==> src/rtl/router_pkt_receiver.sv <==
`default_nettype none
// ============================================================================
// Module   : router_pkt_receiver
// Purpose  : Drains one router output port and parses header/payload/parity
//            packets; payload goes out on a ready/valid stream. Optional
//            mid-packet idle timeout enabled with `define RX_TIMEOUT_EN.
// Revision : 1.0 - initial release
// ============================================================================
module router_pkt_receiver #(
    parameter logic [1:0] PORT_ID        = 2'd0,
    parameter int         CNT_W          = 8,
    parameter int         TIMEOUT_CYCLES = 30
) (
    input  logic             clock,
    input  logic             reset,
    input  logic             vld_out,
    input  logic [7:0]       data_out,
    output logic             read_enb,
    output logic [7:0]       pld_data,
    output logic             pld_valid,
    output logic             pld_last,
    input  logic             pld_ready,
    output logic             hdr_valid,
    output logic [1:0]       rx_addr,
    output logic [5:0]       rx_len,
    output logic             pkt_done,
    output logic             parity_err,
    output logic             addr_err,
    output logic [CNT_W-1:0] good_cnt,
    output logic [CNT_W-1:0] err_cnt
);

    typedef enum logic [1:0] {
        S_HDR = 2'd0,
        S_PLD = 2'd1,
        S_PAR = 2'd2
    } state_t;

    state_t     r_state;
    state_t     w_state_nxt;
    logic       r_inflight;
    logic [1:0] r_buf_cnt;
    logic [7:0] r_buf_data [2];
    logic       r_buf_last [2];
    logic [7:0] r_parity;
    logic [5:0] r_remaining;

    logic       w_byte_in;
    logic [1:0] w_occ;
    logic       w_push;
    logic       w_pop;
    logic       w_last;
    logic       w_par_err;
    logic       w_addr_err;
    logic       w_timeout;

    // Occupancy counts the byte already on its way so the buffer can never overflow.
    assign w_byte_in  = r_inflight;
    assign w_occ      = r_buf_cnt + {1'b0, r_inflight};
    assign read_enb   = vld_out & ~reset & (w_occ < 2'd2);

    assign pld_valid  = (r_buf_cnt != 2'd0);
    assign pld_data   = r_buf_data[0];
    assign pld_last   = r_buf_last[0] & pld_valid;

    assign w_push     = w_byte_in && (r_state == S_PLD);
    assign w_pop      = pld_valid & pld_ready;
    assign w_last     = (r_remaining == 6'd1);
    assign w_par_err  = (data_out != r_parity);
    assign w_addr_err = (rx_addr != PORT_ID);

`ifdef RX_TIMEOUT_EN
    localparam int c_IDLE_W = $clog2(TIMEOUT_CYCLES + 1);
    logic [c_IDLE_W-1:0] r_idle;

    assign w_timeout = (r_state != S_HDR) && !w_byte_in
                       && (r_idle == c_IDLE_W'(TIMEOUT_CYCLES - 1));

    always_ff @(posedge clock or posedge reset) begin
        if (reset) begin
            r_idle <= '0;
        end else if (w_byte_in || (r_state == S_HDR) || w_timeout) begin
            r_idle <= '0;
        end else begin
            r_idle <= r_idle + c_IDLE_W'(1);
        end
    end
`else
    // Timeout disabled: the parameter is referenced only to keep it visible.
    assign w_timeout = 1'b0 && (TIMEOUT_CYCLES != 0);
`endif

    always_ff @(posedge clock or posedge reset) begin
        if (reset) begin
            r_state <= S_HDR;
        end else begin
            r_state <= w_state_nxt;
        end
    end

    always_comb begin
        w_state_nxt = r_state;
        if (w_timeout) begin
            w_state_nxt = S_HDR;
        end else if (w_byte_in) begin
            case (r_state)
                S_HDR:   w_state_nxt = (data_out[7:2] == 6'd0) ? S_PAR : S_PLD;
                S_PLD:   w_state_nxt = w_last ? S_PAR : S_PLD;
                S_PAR:   w_state_nxt = S_HDR;
                default: w_state_nxt = S_HDR;
            endcase
        end
    end

    always_ff @(posedge clock or posedge reset) begin
        if (reset) begin
            r_inflight  <= 1'b0;
            r_parity    <= 8'd0;
            r_remaining <= 6'd0;
            hdr_valid   <= 1'b0;
            rx_addr     <= 2'd0;
            rx_len      <= 6'd0;
            pkt_done    <= 1'b0;
            parity_err  <= 1'b0;
            addr_err    <= 1'b0;
            good_cnt    <= '0;
            err_cnt     <= '0;
        end else begin
            r_inflight <= read_enb;
            hdr_valid  <= 1'b0;
            pkt_done   <= 1'b0;
            parity_err <= 1'b0;
            addr_err   <= 1'b0;
            if (w_timeout) begin
                pkt_done   <= 1'b1;
                parity_err <= 1'b1;
                r_parity   <= 8'd0;
                if (err_cnt != '1) err_cnt <= err_cnt + CNT_W'(1);
            end else if (w_byte_in) begin
                case (r_state)
                    S_HDR: begin
                        rx_addr     <= data_out[1:0];
                        rx_len      <= data_out[7:2];
                        r_remaining <= data_out[7:2];
                        r_parity    <= data_out;
                        hdr_valid   <= 1'b1;
                    end
                    S_PLD: begin
                        r_parity    <= r_parity ^ data_out;
                        r_remaining <= r_remaining - 6'd1;
                    end
                    S_PAR: begin
                        pkt_done   <= 1'b1;
                        parity_err <= w_par_err;
                        addr_err   <= w_addr_err;
                        if (w_par_err || w_addr_err) begin
                            if (err_cnt != '1) err_cnt <= err_cnt + CNT_W'(1);
                        end else begin
                            if (good_cnt != '1) good_cnt <= good_cnt + CNT_W'(1);
                        end
                    end
                    default: ;
                endcase
            end
        end
    end

    // Two-entry buffer; the head is always entry 0 and a pop shifts entry 1 down.
    always_ff @(posedge clock or posedge reset) begin
        if (reset) begin
            r_buf_cnt     <= 2'd0;
            r_buf_data[0] <= 8'd0;
            r_buf_data[1] <= 8'd0;
            r_buf_last[0] <= 1'b0;
            r_buf_last[1] <= 1'b0;
        end else if (w_timeout) begin
            r_buf_cnt <= 2'd0;
        end else begin
            case ({w_push, w_pop})
                2'b10: begin
                    r_buf_data[r_buf_cnt[0]] <= data_out;
                    r_buf_last[r_buf_cnt[0]] <= w_last;
                    r_buf_cnt                <= r_buf_cnt + 2'd1;
                end
                2'b01: begin
                    r_buf_data[0] <= r_buf_data[1];
                    r_buf_last[0] <= r_buf_last[1];
                    r_buf_cnt     <= r_buf_cnt - 2'd1;
                end
                2'b11: begin
                    if (r_buf_cnt == 2'd1) begin
                        r_buf_data[0] <= data_out;
                        r_buf_last[0] <= w_last;
                    end else begin
                        r_buf_data[0] <= r_buf_data[1];
                        r_buf_last[0] <= r_buf_last[1];
                        r_buf_data[1] <= data_out;
                        r_buf_last[1] <= w_last;
                    end
                end
                default: ;
            endcase
        end
    end

endmodule
`default_nettype wire

==> config.mk <==
export PLATFORM = sky130hd
export DESIGN_NAME = router_pkt_receiver
export DESIGN_NICKNAME = d
export VERILOG_FILES = /design/src/rtl/router_pkt_receiver.sv
export SDC_FILE = /design/constraint.sdc
export NUM_CORES = 1
export LEC_CHECK = 0
export CAP_MARGIN = 20
export CORE_UTILIZATION = 57
export DETAILED_ROUTE_END_ITERATION = 10
export HOLD_SLACK_MARGIN = 0.03
export PLACE_DENSITY_LB_ADDON = 0.12
export RECOVER_POWER = 100
export SLEW_MARGIN = 20
export SYNTH_ARGS = -nofsm -noshare
export SYNTH_HDL_FRONTEND = slang
export SYNTH_SLANG_ARGS = --single-unit
==> constraint.sdc <==
create_clock -name clock -period 3.7 [get_ports clock]
set_input_delay 0.555 -clock clock [delete_from_list [all_inputs] [get_ports clock]]
set_output_delay 0.555 -clock clock [all_outputs]
set_load 0.05 [all_outputs]
# Word level (Yosys, flattened, before mapping)
# Index checks and enable logic that the tools add are counted.
# word_totals
latch_bits	0
rom_bits	0
memories	0
elab_cells	89
reg_bits	65
inputBits	12
output_inout_bits	39
ram_bits	0
# op_classes
div	0
n_shift	0
bitwise	8
eq_ne	11
magnitude_cmp	3
add_sub_neg	6
mux	28
multipliers	0
reduce_logical	16
# ops
op	count
$pmux W8 S2	2
$mux W8	3
$pmux W8 S3	1
$add A8 B1 Y8 const B	2
$bwmux W16	1
$ne A8 B8 Y1 const B	2
$pmux W6 S2	1
$mux W1	11
$reduce_bool A2 Y1	5
$demux W8 S1	1
$ne A8 B8 Y1	1
$pmux W2 S2	2
$reduce_and A4 Y1	2
$xor A8 B8 Y8	1
$eq A2 B1 Y1 const B	3
$eq A2 B2 Y1 const B	3
$eq A6 B1 Y1 const B	1
$logic_not A6 Y1	1
$reduce_and A2 Y1	3
$sub A6 B1 Y6 const B	1
$and A1 B1 Y1	4
$mux W2	2
$pmux W1 S3	1
$reduce_bool A3 Y1	1
other kinds (15)	17

# Depth between registers and ports, before layout
# depth
word_depth	7
ltp_mapped	11
depth_no_buf	10

# Least setup slack after synthesis
# No wires, ideal clock.
# synth_timing
path_kind	input to output
start	input port reset
end	output port read_enb
t_required_ps	3145
path_slack_ps	558
n_path_buf	0
path_stages	2
t_arrival_ps	2587
path_cell_list	inv_1 > and3_1
# synth_via
elab_chain_len	3
# synth_lines
element	line_no	source
from (decl)	15	input logic reset,
$not A1 Y1	60	assign read_enb = vld_out & ~reset & (w_occ < 2'd2);
$and A1 B1 Y1 (2 in a row)	60	
to (decl)	18	output logic read_enb,
# Every way passes these cells.

# Worst setup path in the final report
# layout_timing
start	input port data_out[7]
end	register good_cnt[5]
# layout_via
elab_chain_len	4
# layout_lines
element	line_no	source
from (decl)	17	input logic [7:0] data_out,
$ne A8 B8 Y1	69	assign w_par_err = (data_out != r_parity);
$logic_or A1 B1 Y1	156	if (w_par_err || w_addr_err) begin
$not A1 Y1 (no line)	n/a	
$reduce_and A4 Y1 (no line)	n/a	
to (signal assigned)	159	if (good_cnt != '1) good_cnt <= good_cnt + CNT_W'(1);
to (decl)	29	output logic [CNT_W-1:0] good_cnt,
# Every way passes these cells.
# A chain may end at the register's enable or synchronous reset.

==> results.md <==
Placement:
- The number of I/O port buffers is 50.
- The routability congestion estimate from global placement is 0.784.
- The placement-stage cell area is approximately 3900 µm².
- Once placement completed, the tool counted placed cells totaling approximately 430.
- The post-detailed-placement half-perimeter wirelength is 4930 µm.

Clocking:
- The worst-case clock buffer depth is 2.
- Once the clock tree was built, the setup fixing pass inserted 0 buffers.
- CTS built an H-tree with a depth of 3.
- The clock buffer count from CTS is 9.
- The number of clock sinks is 65.
- TritonCTS built the clock tree.
- Post-CTS repair changed the size of 0 cells.
- The clock-pin slew reported for the worst setup and hold paths after clock tree synthesis is 0.08 ns.
- The later pin in the worst-skew pair is clocked with a latency of around 0.35 ns.
- The number of hold buffers added after CTS is 0.
- The cell at the root of the clock tree is clkbuf_8.

Setup path:
- The critical path is of the input port to flip-flop type.
- The startpoint of the most critical setup path is data_out[7].
- The worst endpoint required time is about 4 ns.
- In this run the worst path has a maximum fanout of 10.
- Measured in cells, the most critical reg-to-reg path has a length of 5.
- STA classifies the critical path startpoint as an input port.
- STA classifies the critical path endpoint as a flip-flop.
- Setup slack on the worst reg-to-reg path comes out at 0.94 ns.
- The endpoint identified for the worst register-to-register timing path is good_cnt[5].
- The startpoint identified for the worst register-to-register timing path is r_state[0].
- The data arrival at the endpoint of the critical path is around 3.2 ns.

Cells and area:
- The leading cell type in the layout, fill and taps excluded is dfrtp_1.
- The final layout contains around 400 nets.
- In the final layout, the multi-input gates occupy 1630 µm².
- The layout has 462 filler cells.
- The flip-flop and latch area is 1630 µm².
- Relative to the synthesized area, the layout overhead comes to 18.6%.
- Of the cells placed in the final design, the portion with a size suffix greater than 1 is 0.139.
- Excluding fillers, the count of instances in the completed layout stands at ~450.
- Leaving out fill and tap cells, the most frequent cells in the layout are dfrtp_1, dlygate4sd3_1, nor2_1.
- The final antenna diode count is 0.
- With fillers left out, the area of the finished cells amounts to 4140 µm².

Power and ir drop:
- The completed layout was analyzed and its total power is 0.00277 W.
- The leakage power is 1.92 nW.
- VDD sags by at most 0.587 mV.
- Dividing total power by cell area gives a power density of 668 nW/µm².

GRT:
- The number of global-route vias before repair is 2447.
- The all-layer global routing usage is 0.240.
- The first global-routing pass estimated 11400 µm of wire.
- The initial antenna violation count is 1.
- The maximum number of pins on one net before global-route repair is 66.
- After global routing the overflow that remains totals 0.

Run status:
- The final reports fail on capacitance limit, slew limit.
- The run finished, with violations left.

Synth:
- The multiplexer share of the synthesized area is 0.0806.
- Summing every instance area after synthesis gives 3490 µm².
- The prevailing post-synth register cell is dfrtp_1.
- The largest family of logic cells by synthesized area is compound AO/OA/AOI/OAI gates.
- Of the total synthesized cell area, the portion taken by XOR and XNOR cells is 0.0809.
- Counting every instance in the synthesized netlist gives 331.
- After synthesis, the mean cell area works out to approximately 11 µm².
- The compound-gate portion of the synthesized area came to 0.143.
- The cell accounting for the most synthesized area is dfrtp_1.
- The post-synthesis adder-cell area fraction is 0.0358.
- The simple-gate area share of the yosys netlist is 0.132.
- Synthesis produced a netlist with a net count of 353.
- The number of different library cells used by synthesis comes to 48.
- The area share of the largest cell type after synthesis is 0.465.
- Yosys attributes the largest share of cell area to dfrtp_1, mux2_2, a21oi_1.
- The synthesis warning total is 0.
- The share of the Yosys chip area taken by registers is 0.465.
- The share of synthesized registers carrying an async set or reset is 1.00.
- The synthesis-stage register bit count is 65.
- The number of flops mapped to enable cells by yosys is 0.

Worst hold path:
- Counting instances, the worst hold path has a depth of 1.
- In this run the worst hold path is classified as flip-flop to flip-flop.
- The startpoint of the lowest-slack hold path is pld_data[6].
- The terminating pin of the worst hold path is pld_data[6].

Drt:
- The first TritonRoute pass finished after 4 iterations.
- The via-per-instance ratio is 5.85.
- The routed wirelength normalized by instance count is between 15 and 20 µm.
- The total wire length after detailed routing is 7160 µm.
- The count of antenna-violating nets left after detailed routing is 0.
- For this run, design rule violations remaining after detail routing come to 0.
- The total vias in the final route is around 2.6k.
- In this run, the number of DRC markers left after iteration 0 of detailed routing was a little under 200.

Timing:
- The number of hold violations in the final report is 0.
- Setup violations remaining at the end of the flow were counted as 0.
- For the final routed database, the setup TNS stands at 0 ns.
- The maximum clock rate is 336 MHz.
- Hold timing on the final database bottoms out at a slack of 0.485 ns.
- The worst setup skew after layout is approximately 0.010 ns.
- The max-slew violation total from the final report came to 66.
- Setup repair after global routing left no endpoint under its margin.
- The shortest period the worst path allows is 2.97 ns.
- The transition time at the pin with the least slew margin is approximately 1.6 ns.
- The post-route fraction of the period consumed by the critical path is 0.804.
- The worst pin sits at a relative slew slack of -0.0545.

Die:
- The initial standard-cell utilization of the core is 0.590.
- The overall die area is ~6400 µm².
- The I/O pin count is 51.
- The floorplan step defined a core boundary enclosing between 5000 and 6000 µm².
- The number of rows in the core area is 28.
- The horizontal extent of the die is 80.3 µm.
- In this run the vertical extent of the chip is 80.3 µm.

Flow run:
- Across the run, the number of max-cap violations was 1.
[critical path, stage by stage]
cell and delay (ns):
dlygate4sd3_1 0.86, xnor2_4 0.16, nand4_1 0.15, nor4_1 0.92, or3b_1 0.43, xnor2_1 0.14
[registers in the layout, summed over array words and instances, names as in the netlist]
name,flops
r_remaining,6
r_buf_data,8
r_buf_last,2
addr_err,1
r_state,2
good_cnt,8
hdr_valid,1
r_inflight,1
r_parity,8
rx_len,6
pkt_done,1
err_cnt,8
rx_addr,2
r_buf_cnt,2
parity_err,1
pld_data,8
[how the worst max path moves through the flow]
stage               endpoint  slack, ns  cells after the start
3_5_place_dp     good_cnt[5]       0.88                      6
6_report         good_cnt[5]       0.73                      6
4_1_cts        r_buf_data[7]       1.06                      6
5_1_grt          good_cnt[5]       0.50                      6
2_1_floorplan       read_enb       0.56                      2
3_3_place_gp     good_cnt[5]       0.90                      6
[per-stage QoR]
step           utilization  setup WS, ns
2_1_floorplan            -         0.558
3_3_place_gp         0.666         0.905
3_5_place_dp         0.666         0.882
4_1_cts              0.704          1.06
5_1_grt              0.700         0.502
6_report             0.700         0.725
[synthesized netlist by cell type, drive strengths merged (3+ instances only)]
cell type / n
clkbuf: 12
o211ai: 6
dfrtp: 65
a21oi: 29
inv: 11
xor2: 3
o21ai: 16
nand4: 6
xnor2: 22
nand2: 13
nand2b: 6
nor2: 31
buf: 16
ha: 10
mux2: 25
and3: 5
a31oi: 3
o22a: 8
nand3: 12
a221oi: 6
[per-layer routing]
layer	track usage	routed length [µm]	up-vias
met5	0	0	-
met2	0.381	3450	89
met3	0.0739	351	16
li1	-	-	1244
met4	0.105	126	0
met1	0.299	3240	1274
[kinds of logic after synthesis]
| kind of cell | after synthesis |
|---|---|
| compound gates | 79 |
| xor+xnor | 25 |
| fa+ha+maj | 10 |
| buf+inv | 39 |
| flops | 65 |
| mux | 25 |
| simple gates | 88 |
[power breakdown]
part	total [W]	switching, W	internal, W
combinational	0.00103	0.000591	0.000437
clock	0.000693	0.000279	0.000414
sequential	0.00105	0.000159	0.000888
[final cells by class]
cell class,count,area share
flip-flops and latches,65,0.393
multi-input cells,227,0.392
repair buffers,54,0.127
clock buffers,11,0.0365
well taps,75,0.0226
clock inverters,5,0.0187
inverters,11,0.00996
(Power assumes the default switching activity.)
